`src/rtl/chan_est_pkg.sv`:
```
// Shared definitions for the channel-estimator tap loader and the estimator's
// instruction decode: geometry, instruction encodings and loader FSM states.
package chan_est_pkg;

  localparam int EST_DEPTH    = 30;
  localparam int EST_BITWIDTH = 8;
  localparam int HOLD_CYCLES  = 3;
  localparam int TAP_W        = 5;
  localparam int CNT_W        = $clog2(EST_DEPTH + 1);

  localparam logic [TAP_W-1:0] DEPTH_TAP = TAP_W'(EST_DEPTH);
  localparam logic [CNT_W-1:0] CNT_MAX   = CNT_W'(EST_DEPTH);

  localparam logic [2:0] CHAN_EST_INST_LOAD = 3'b100;
  localparam logic [2:0] CHAN_EST_INST_NOP  = 3'b000;

  typedef logic signed [EST_BITWIDTH:0]   load_val_t;
  typedef logic signed [EST_BITWIDTH-1:0] tap_t;

  typedef enum logic [2:0] {
    ST_IDLE,
    ST_ISSUE,
    ST_CHECK,
    ST_GAP,
    ST_DONE
  } chan_est_loader_states_t;

  function automatic logic range_ok(logic [TAP_W-1:0] first, logic [TAP_W-1:0] last);
    return (first <= last) && (last < DEPTH_TAP);
  endfunction

endpackage

```
`src/rtl/chan_est_loader_if.sv`:
```
// Instruction/load port between the tap loader (master) and the channel
// estimator (slave), including the estimator's tap readback bus.
interface chan_est_loader_if;
  import chan_est_pkg::*;

  logic             exec_inst;
  logic [2:0]       inst;
  logic [TAP_W-1:0] load_addr;
  load_val_t        load_val;
  tap_t             est_chan [EST_DEPTH];

  modport master (output exec_inst, inst, load_addr, load_val, input est_chan);
  modport slave  (input exec_inst, inst, load_addr, load_val, output est_chan);

endinterface

```
`src/rtl/chan_est_shadow_buf.sv`:
```
// Shadow buffer of initial tap values: gated write port and one combinational
// read port with write-first forwarding.
module chan_est_shadow_buf
  import chan_est_pkg::*;
(
  input  logic             clk,
  input  logic             rst_n,
  input  logic             we,
  input  logic             busy,
  input  logic [TAP_W-1:0] addr,
  input  load_val_t        wdata,
  input  logic [TAP_W-1:0] rd_addr,
  output load_val_t        rd_data
);

  load_val_t mem [EST_DEPTH];
  logic      wr_ok;

  assign wr_ok = we && !busy && (addr < DEPTH_TAP);

  // NOTE: the array is small and must read back as zero after reset, so it is
  // built from resettable flops rather than a RAM macro.
  always_ff @(posedge clk or negedge rst_n) begin
    if (!rst_n) begin
      for (int i = 0; i < EST_DEPTH; i++) mem[i] <= '0;
    end else if (wr_ok) begin
      // NOTE: non-blocking so every reader in this edge sees the old value.
      mem[addr] <= wdata;
    end
  end

  // A write landing on the same edge as a read is forwarded, so a start that
  // coincides with a config write loads the new value.
  always_comb begin
    // NOTE: assign a default first so no path leaves rd_data unassigned (latch).
    rd_data = '0;
    if (wr_ok && (addr == rd_addr)) rd_data = wdata;
    else if (rd_addr < DEPTH_TAP)   rd_data = mem[rd_addr];
  end

endmodule

```
`src/rtl/chan_est_loader.sv`:
```
// Sequences one load instruction per shadow-buffer tap into the channel
// estimator, verifies each write through est_chan, then freezes or releases it.
module chan_est_loader
  import chan_est_pkg::*;
#(
  parameter int hold_cycles = HOLD_CYCLES
) (
  input  logic                  clk,
  input  logic                  rst_n,
  input  logic                  cfg_we,
  input  logic [TAP_W-1:0]      cfg_addr,
  input  load_val_t             cfg_val,
  input  logic                  start,
  input  logic [TAP_W-1:0]      first_tap,
  input  logic [TAP_W-1:0]      last_tap,
  input  logic                  freeze,
  chan_est_loader_if.master     est,
  output logic                  busy,
  output logic                  done,
  output logic                  range_err,
  output logic [CNT_W-1:0]      mismatch_cnt
);

  localparam logic [7:0] HOLD_LAST = 8'(hold_cycles - 1);

  chan_est_loader_states_t state;
  logic [TAP_W-1:0]        tap;
  logic [TAP_W-1:0]        last_q;
  logic                    freeze_q;
  logic [7:0]              hold_cnt;
  logic [TAP_W-1:0]        rd_addr;
  load_val_t               rd_data;
  logic                    accepting;

  assign accepting = (state == ST_IDLE) || (state == ST_DONE);
  assign rd_addr   = accepting ? first_tap : tap + 1'b1;

  chan_est_shadow_buf u_shadow (
    .clk     (clk),
    .rst_n   (rst_n),
    .we      (cfg_we),
    .busy    (busy),
    .addr    (cfg_addr),
    .wdata   (cfg_val),
    .rd_addr (rd_addr),
    .rd_data (rd_data)
  );

  always_ff @(posedge clk or negedge rst_n) begin
    if (!rst_n) begin
      state         <= ST_IDLE;
      tap           <= '0;
      last_q        <= '0;
      freeze_q      <= 1'b0;
      hold_cnt      <= '0;
      est.exec_inst <= 1'b0;
      est.inst      <= CHAN_EST_INST_NOP;
      est.load_addr <= '0;
      est.load_val  <= '0;
      busy          <= 1'b0;
      done          <= 1'b0;
      range_err     <= 1'b0;
      mismatch_cnt  <= '0;
    end else begin
      done <= 1'b0;
      unique case (state)
        ST_IDLE, ST_DONE: begin
          if (start) begin
            if (!range_ok(first_tap, last_tap)) begin
              // Estimator drive is left as-is: no load is issued.
              range_err <= 1'b1;
              done      <= 1'b1;
              state     <= ST_DONE;
            end else begin
              range_err     <= 1'b0;
              mismatch_cnt  <= '0;
              tap           <= first_tap;
              last_q        <= last_tap;
              freeze_q      <= freeze;
              hold_cnt      <= '0;
              busy          <= 1'b1;
              est.exec_inst <= 1'b1;
              est.inst      <= CHAN_EST_INST_LOAD;
              est.load_addr <= first_tap;
              est.load_val  <= rd_data;
              state         <= ST_ISSUE;
            end
          end
        end

        // Held long enough for the estimator to reach execute, load, and park.
        ST_ISSUE: begin
          if (hold_cnt == HOLD_LAST) state    <= ST_CHECK;
          else                       hold_cnt <= hold_cnt + 1'b1;
        end

        ST_CHECK: begin
          if ((est.est_chan[tap] != tap_t'(est.load_val[EST_BITWIDTH-1:0])) &&
              (mismatch_cnt != CNT_MAX))
            mismatch_cnt <= mismatch_cnt + 1'b1;
          est.inst <= CHAN_EST_INST_NOP;
          if (tap == last_q) begin
            est.exec_inst <= freeze_q;
            busy          <= 1'b0;
            done          <= 1'b1;
            state         <= ST_DONE;
          end else begin
            est.exec_inst <= 1'b0;
            state         <= ST_GAP;
          end
        end

        // One low cycle releases the estimator from halt before the next load.
        ST_GAP: begin
          tap           <= tap + 1'b1;
          hold_cnt      <= '0;
          est.exec_inst <= 1'b1;
          est.inst      <= CHAN_EST_INST_LOAD;
          est.load_addr <= tap + 1'b1;
          est.load_val  <= rd_data;
          state         <= ST_ISSUE;
        end

        default: state <= ST_IDLE;
      endcase
    end
  end

endmodule

```
`src/flat_wrapper.sv`:
```
// flat-port wrapper written by rule: the top's interface ports become plain ports
module chan_est_loader_flat import chan_est_pkg::*;
#(
  parameter int hold_cycles = HOLD_CYCLES
)
  (clk, rst_n, cfg_we, cfg_addr, cfg_val, start, first_tap, last_tap, freeze, busy, done, range_err, mismatch_cnt, est_exec_inst, est_inst, est_load_addr, est_load_val, est_est_chan);
  chan_est_loader_if est_i ();
  input  logic clk;
  input  logic rst_n;
  input  logic cfg_we;
  input  logic [TAP_W-1:0] cfg_addr;
  input  load_val_t cfg_val;
  input  logic start;
  input  logic [TAP_W-1:0] first_tap;
  input  logic [TAP_W-1:0] last_tap;
  input  logic freeze;
  output logic busy;
  output logic done;
  output logic range_err;
  output logic [CNT_W-1:0] mismatch_cnt;
  output wire logic [$bits(est_i.exec_inst)-1:0] est_exec_inst;
  output wire logic [$bits(est_i.inst)-1:0] est_inst;
  output wire logic [$bits(est_i.load_addr)-1:0] est_load_addr;
  output wire logic [$bits(est_i.load_val)-1:0] est_load_val;
  input wire logic [$bits(est_i.est_chan)-1:0] est_est_chan;
  assign est_exec_inst = est_i.exec_inst;
  assign est_inst = est_i.inst;
  assign est_load_addr = est_i.load_addr;
  assign est_load_val = est_i.load_val;
  assign est_i.est_chan = {>>{est_est_chan}};
  chan_est_loader #(.hold_cycles(hold_cycles)) u_core (.clk(clk), .rst_n(rst_n), .cfg_we(cfg_we), .cfg_addr(cfg_addr), .cfg_val(cfg_val), .start(start), .first_tap(first_tap), .last_tap(last_tap), .freeze(freeze), .est(est_i), .busy(busy), .done(done), .range_err(range_err), .mismatch_cnt(mismatch_cnt));
endmodule
```
`config.mk`:
```
export PLATFORM = sky130hd
export DESIGN_NAME = chan_est_loader_flat
export DESIGN_NICKNAME = d
export VERILOG_FILES = /design/src/rtl/chan_est_pkg.sv /design/src/rtl/chan_est_loader_if.sv /design/src/rtl/chan_est_shadow_buf.sv /design/src/rtl/chan_est_loader.sv /design/src/flat_wrapper.sv
export SDC_FILE = /design/constraint.sdc
export NUM_CORES = 1
export LEC_CHECK = 0
export BUFFER_PORTS_ARGS = -buffer_cell sky130_fd_sc_hd__buf_2
export CAP_MARGIN = 40
export CORE_MARGIN = 1
export CORE_UTILIZATION = 48
export CTS_CLUSTER_DIAMETER = 200
export CTS_CLUSTER_SIZE = 16
export DETAILED_ROUTE_END_ITERATION = 10
export PLACE_DENSITY = 0.78
export RECOVER_POWER = 50
export SLEW_MARGIN = 15
export SYNTH_ARGS = -nofsm -noshare
export SYNTH_HDL_FRONTEND = slang
export SYNTH_SLANG_ARGS = --single-unit
```
`constraint.sdc`:
```
create_clock -name clk -period 7.5 [get_ports clk]
set_clock_uncertainty 0.05 [all_clocks]
set_input_delay 1.125 -clock clk [delete_from_list [all_inputs] [get_ports clk]]
set_output_delay 1.125 -clock clk [all_outputs]
set_load 0.01 [all_outputs]
```
==> results.md <==
- Pwr dens: 307 mW/mm^2
- Min-delay worst type: reg2reg
- R2R cell count: 10
- Worst-Margin Slew: 3.37 ns
- CTS tree: yes
- Vias/cell: 6.12
- Drt wl/cell: 24.4 um
- Ys async rst share: 100%
- Synth Area per Inst: 13.3 sq um
- Core area: 0.0347 sq mm
- #FFs+latches synth: 311
- Reg-to-reg setup timing slack: 3.23 ns
- Synth cell types: 67
- Number of global-route vias before repair: 12,700
- Fin nets: 1,815
- Final hold vios: 0
- Max Clk Rate: 208 MHz
- Pin count of the biggest net entering global routing: 129
- Prevailing post-synth register cell: dfrtp_1
- Required @ worst endpoint: 7.33 ns
- Initial antenna violation count: 7
- DRC viols: 0
- Final period util: 64.1%
- Post-Syn Area: 0.0171 sq mm
- Reg area: 0.00779 sq mm
- Initial DRC count: 770
- Hold Path Stages: 1
- Setup Buffers After CTS: 0
- Failing checks: max-capacitance violations, max-slew violations
- IO Port Bufs: 292
- Die ar.: 0.0363 sq mm
- Unrepaired setup endpoints after global routing: no
- Starting Density: 49.1%
- EDFF count, synth: 0
- CTS sink count: 311
- CP endpoint kind: asynchronous set/reset pin
- Root Buffer: clkbuf_16
- Final setup vio count: 0
- Setup crit start kind: input port
- Row count: 68
- Most frequent cells in the layout: 309 x dfrtp_1, 288 x mux2_2, 286 x buf_2
- Worst-path clk slew: 0.07 ns
- YS warnings: 0
- Cts repair resizes: 0
- Tot GR Track Use: 26.8%
- TNS Setup: 0 ns
- Max-slew violations: 119
- Die X: 191 um
- Hpwl dp: 34.2 mm
- Critical path type: in2async
- Clock buffer depth: 3
- VDD IR max: 0.297 mV
- Fin util: 56.1%
- Fillers: 2,850
- Layout cells sized above 1: 49.0%
- Drt first pass iters: 6
- DR vias: 12,200
- Slew headroom: -125%
- CTS H-tree depth: 1
- Power, Total: 5.98 mW
- Post-Route WL: 48.7 mm
- Area grow syn2layout: 14.2%
- Maximum Capacitance Violations: 2
- Clock latency on the worst-skew pair: 0.53 ns
- First-pass GRT wire length: 74.0 mm
- Critical Path Fanout Max: 128
- GP Congestion: 0.887
- Die height: 191 um
- Area of the multi-input gates: 0.00871 sq mm
- Ports: 295
- Cts bufs inserted: 23
- Syn Inst Count: 1,282
- Hold-fix buffers, CTS: 0
- Seq/Total Area, Yosys: 45.6%
- Commonest non-fill, non-tap cell in the layout: dfrtp_1
- Grt ovf: 0
- Signal arrival time at the worst endpoint: 4.63 ns
- P_leak: 9.31 nW
- ANT nets after route: 0
- Status: complete, but fails checks
- Post-layout min period: 4.80 ns
where the power goes:
part | switching (mW) | leakage [nW] | internal [mW]
registers | 0.286 | 4.26 | 1.90
clock network | 0.568 | 0.296 | 0.552
logic | 1.47 | 4.76 | 1.21
cell families (layout without fill, tap and decap cells):
group                    Yosys count  after routing  synth area share, %
multiplexers                     459            459                 36.6
adder cells (fa/ha/maj)           10             10                0.734
flip-flops                       311            311                 45.6
AND/OR/NAND/NOR                  219            219                 6.11
other                              1              6               0.0220
AO/OA/AOI/OAI                    139            139                 5.74
XOR/XNOR                          32             32                 1.73
buffers and inverters            111            366                 3.43
layout make-up:
cell class	count	share of cell area, %
multi-input cells	861	44.7
diodes	4	0.0514
flip-flops and latches	311	40.0
repair buffers	327	8.98
clock buffers	25	2.99
clock inverters	2	0.103
inverters	12	0.231
well taps	455	2.92
state kept, by name, indices dropped and copies added (netlist names), 3 cells and up:
| name | flops |
|---|---|
| u_core.est.load_addr | 5 |
| u_core.est.load_val | 9 |
| u_core.hold_cnt | 8 |
| u_core.last_q | 5 |
| u_core.mismatch_cnt | 5 |
| u_core.state | 3 |
| u_core.u_shadow.mem | 270 |
critical path, cell delays in order:
cell and delay (ns):
buf_8 0.61, clkbuf_1 0.31, clkbuf_1 2.41
metrics by stage:
step                area (sq um)  instances  hold WS (ns)  worst slack [ns]
global route               19500       1997         0.460              1.92
detailed placement         18900       1965         0.437              2.98
finish                     19500       1997         0.453              2.70
global placement           18700       1944         0.432              3.00
floorplan                  17100       1283         0.419              4.38
CTS                        19500       1992         0.454              3.22
routing by layer:
layer	vias to the layer above	GRT usage [%]	part of all wire (%)
met5	-	0	0.041
met3	147	4.69	6.3
met2	499	44.8	50
met1	6262	32.9	38
met4	4	14.7	5.3
li1	5307	-	-
Yosys cell counts (all sizes together) (3+ instances only):
library cell | n | area [sq um]
dfrtp | 311 | 7780
mux2 | 289 | 3250
mux4 | 101 | 2290
nand2 | 71 | 267
mux2i | 69 | 703
nor2 | 66 | 250
clkbuf | 55 | 206
buf | 44 | 334
o21ai | 29 | 149
a21oi | 21 | 116
o22ai | 18 | 119
xnor2 | 16 | 148
xor2 | 16 | 148
nand3 | 14 | 75.1
a211oi | 13 | 108
nor3 | 13 | 75.1
inv | 12 | 45.0
a31oi | 10 | 62.6
ha | 10 | 125
a211o | 9 | 78.8
a311oi | 8 | 70.1
nand2b | 8 | 50.1
nand4 | 7 | 43.8
nor2b | 7 | 43.8
a22oi | 6 | 45.0
or2 | 6 | 37.5
and2 | 5 | 31.3
nand3b | 5 | 37.5
nor3b | 5 | 37.5
o211ai | 5 | 37.5
a21o | 4 | 30.0
o2111ai | 4 | 52.6
o221ai | 4 | 35.0
and3 | 3 | 18.8
final timing paths:
kind,startpoint,end
setup / recovery,rst_n,u_core.u_shadow.mem[157]
hold / removal,u_core.u_shadow.mem[228],u_core.u_shadow.mem[228]
setup reg to reg,u_core.est.load_addr[0],u_core.mismatch_cnt[3]
hold reg to reg,u_core.u_shadow.mem[228],u_core.u_shadow.mem[228]
max in group clk,u_core.est.load_addr[0],u_core.mismatch_cnt[3]
min in group asynchronous,rst_n,u_core.u_shadow.mem[111]
(Power assumes the default switching activity.)
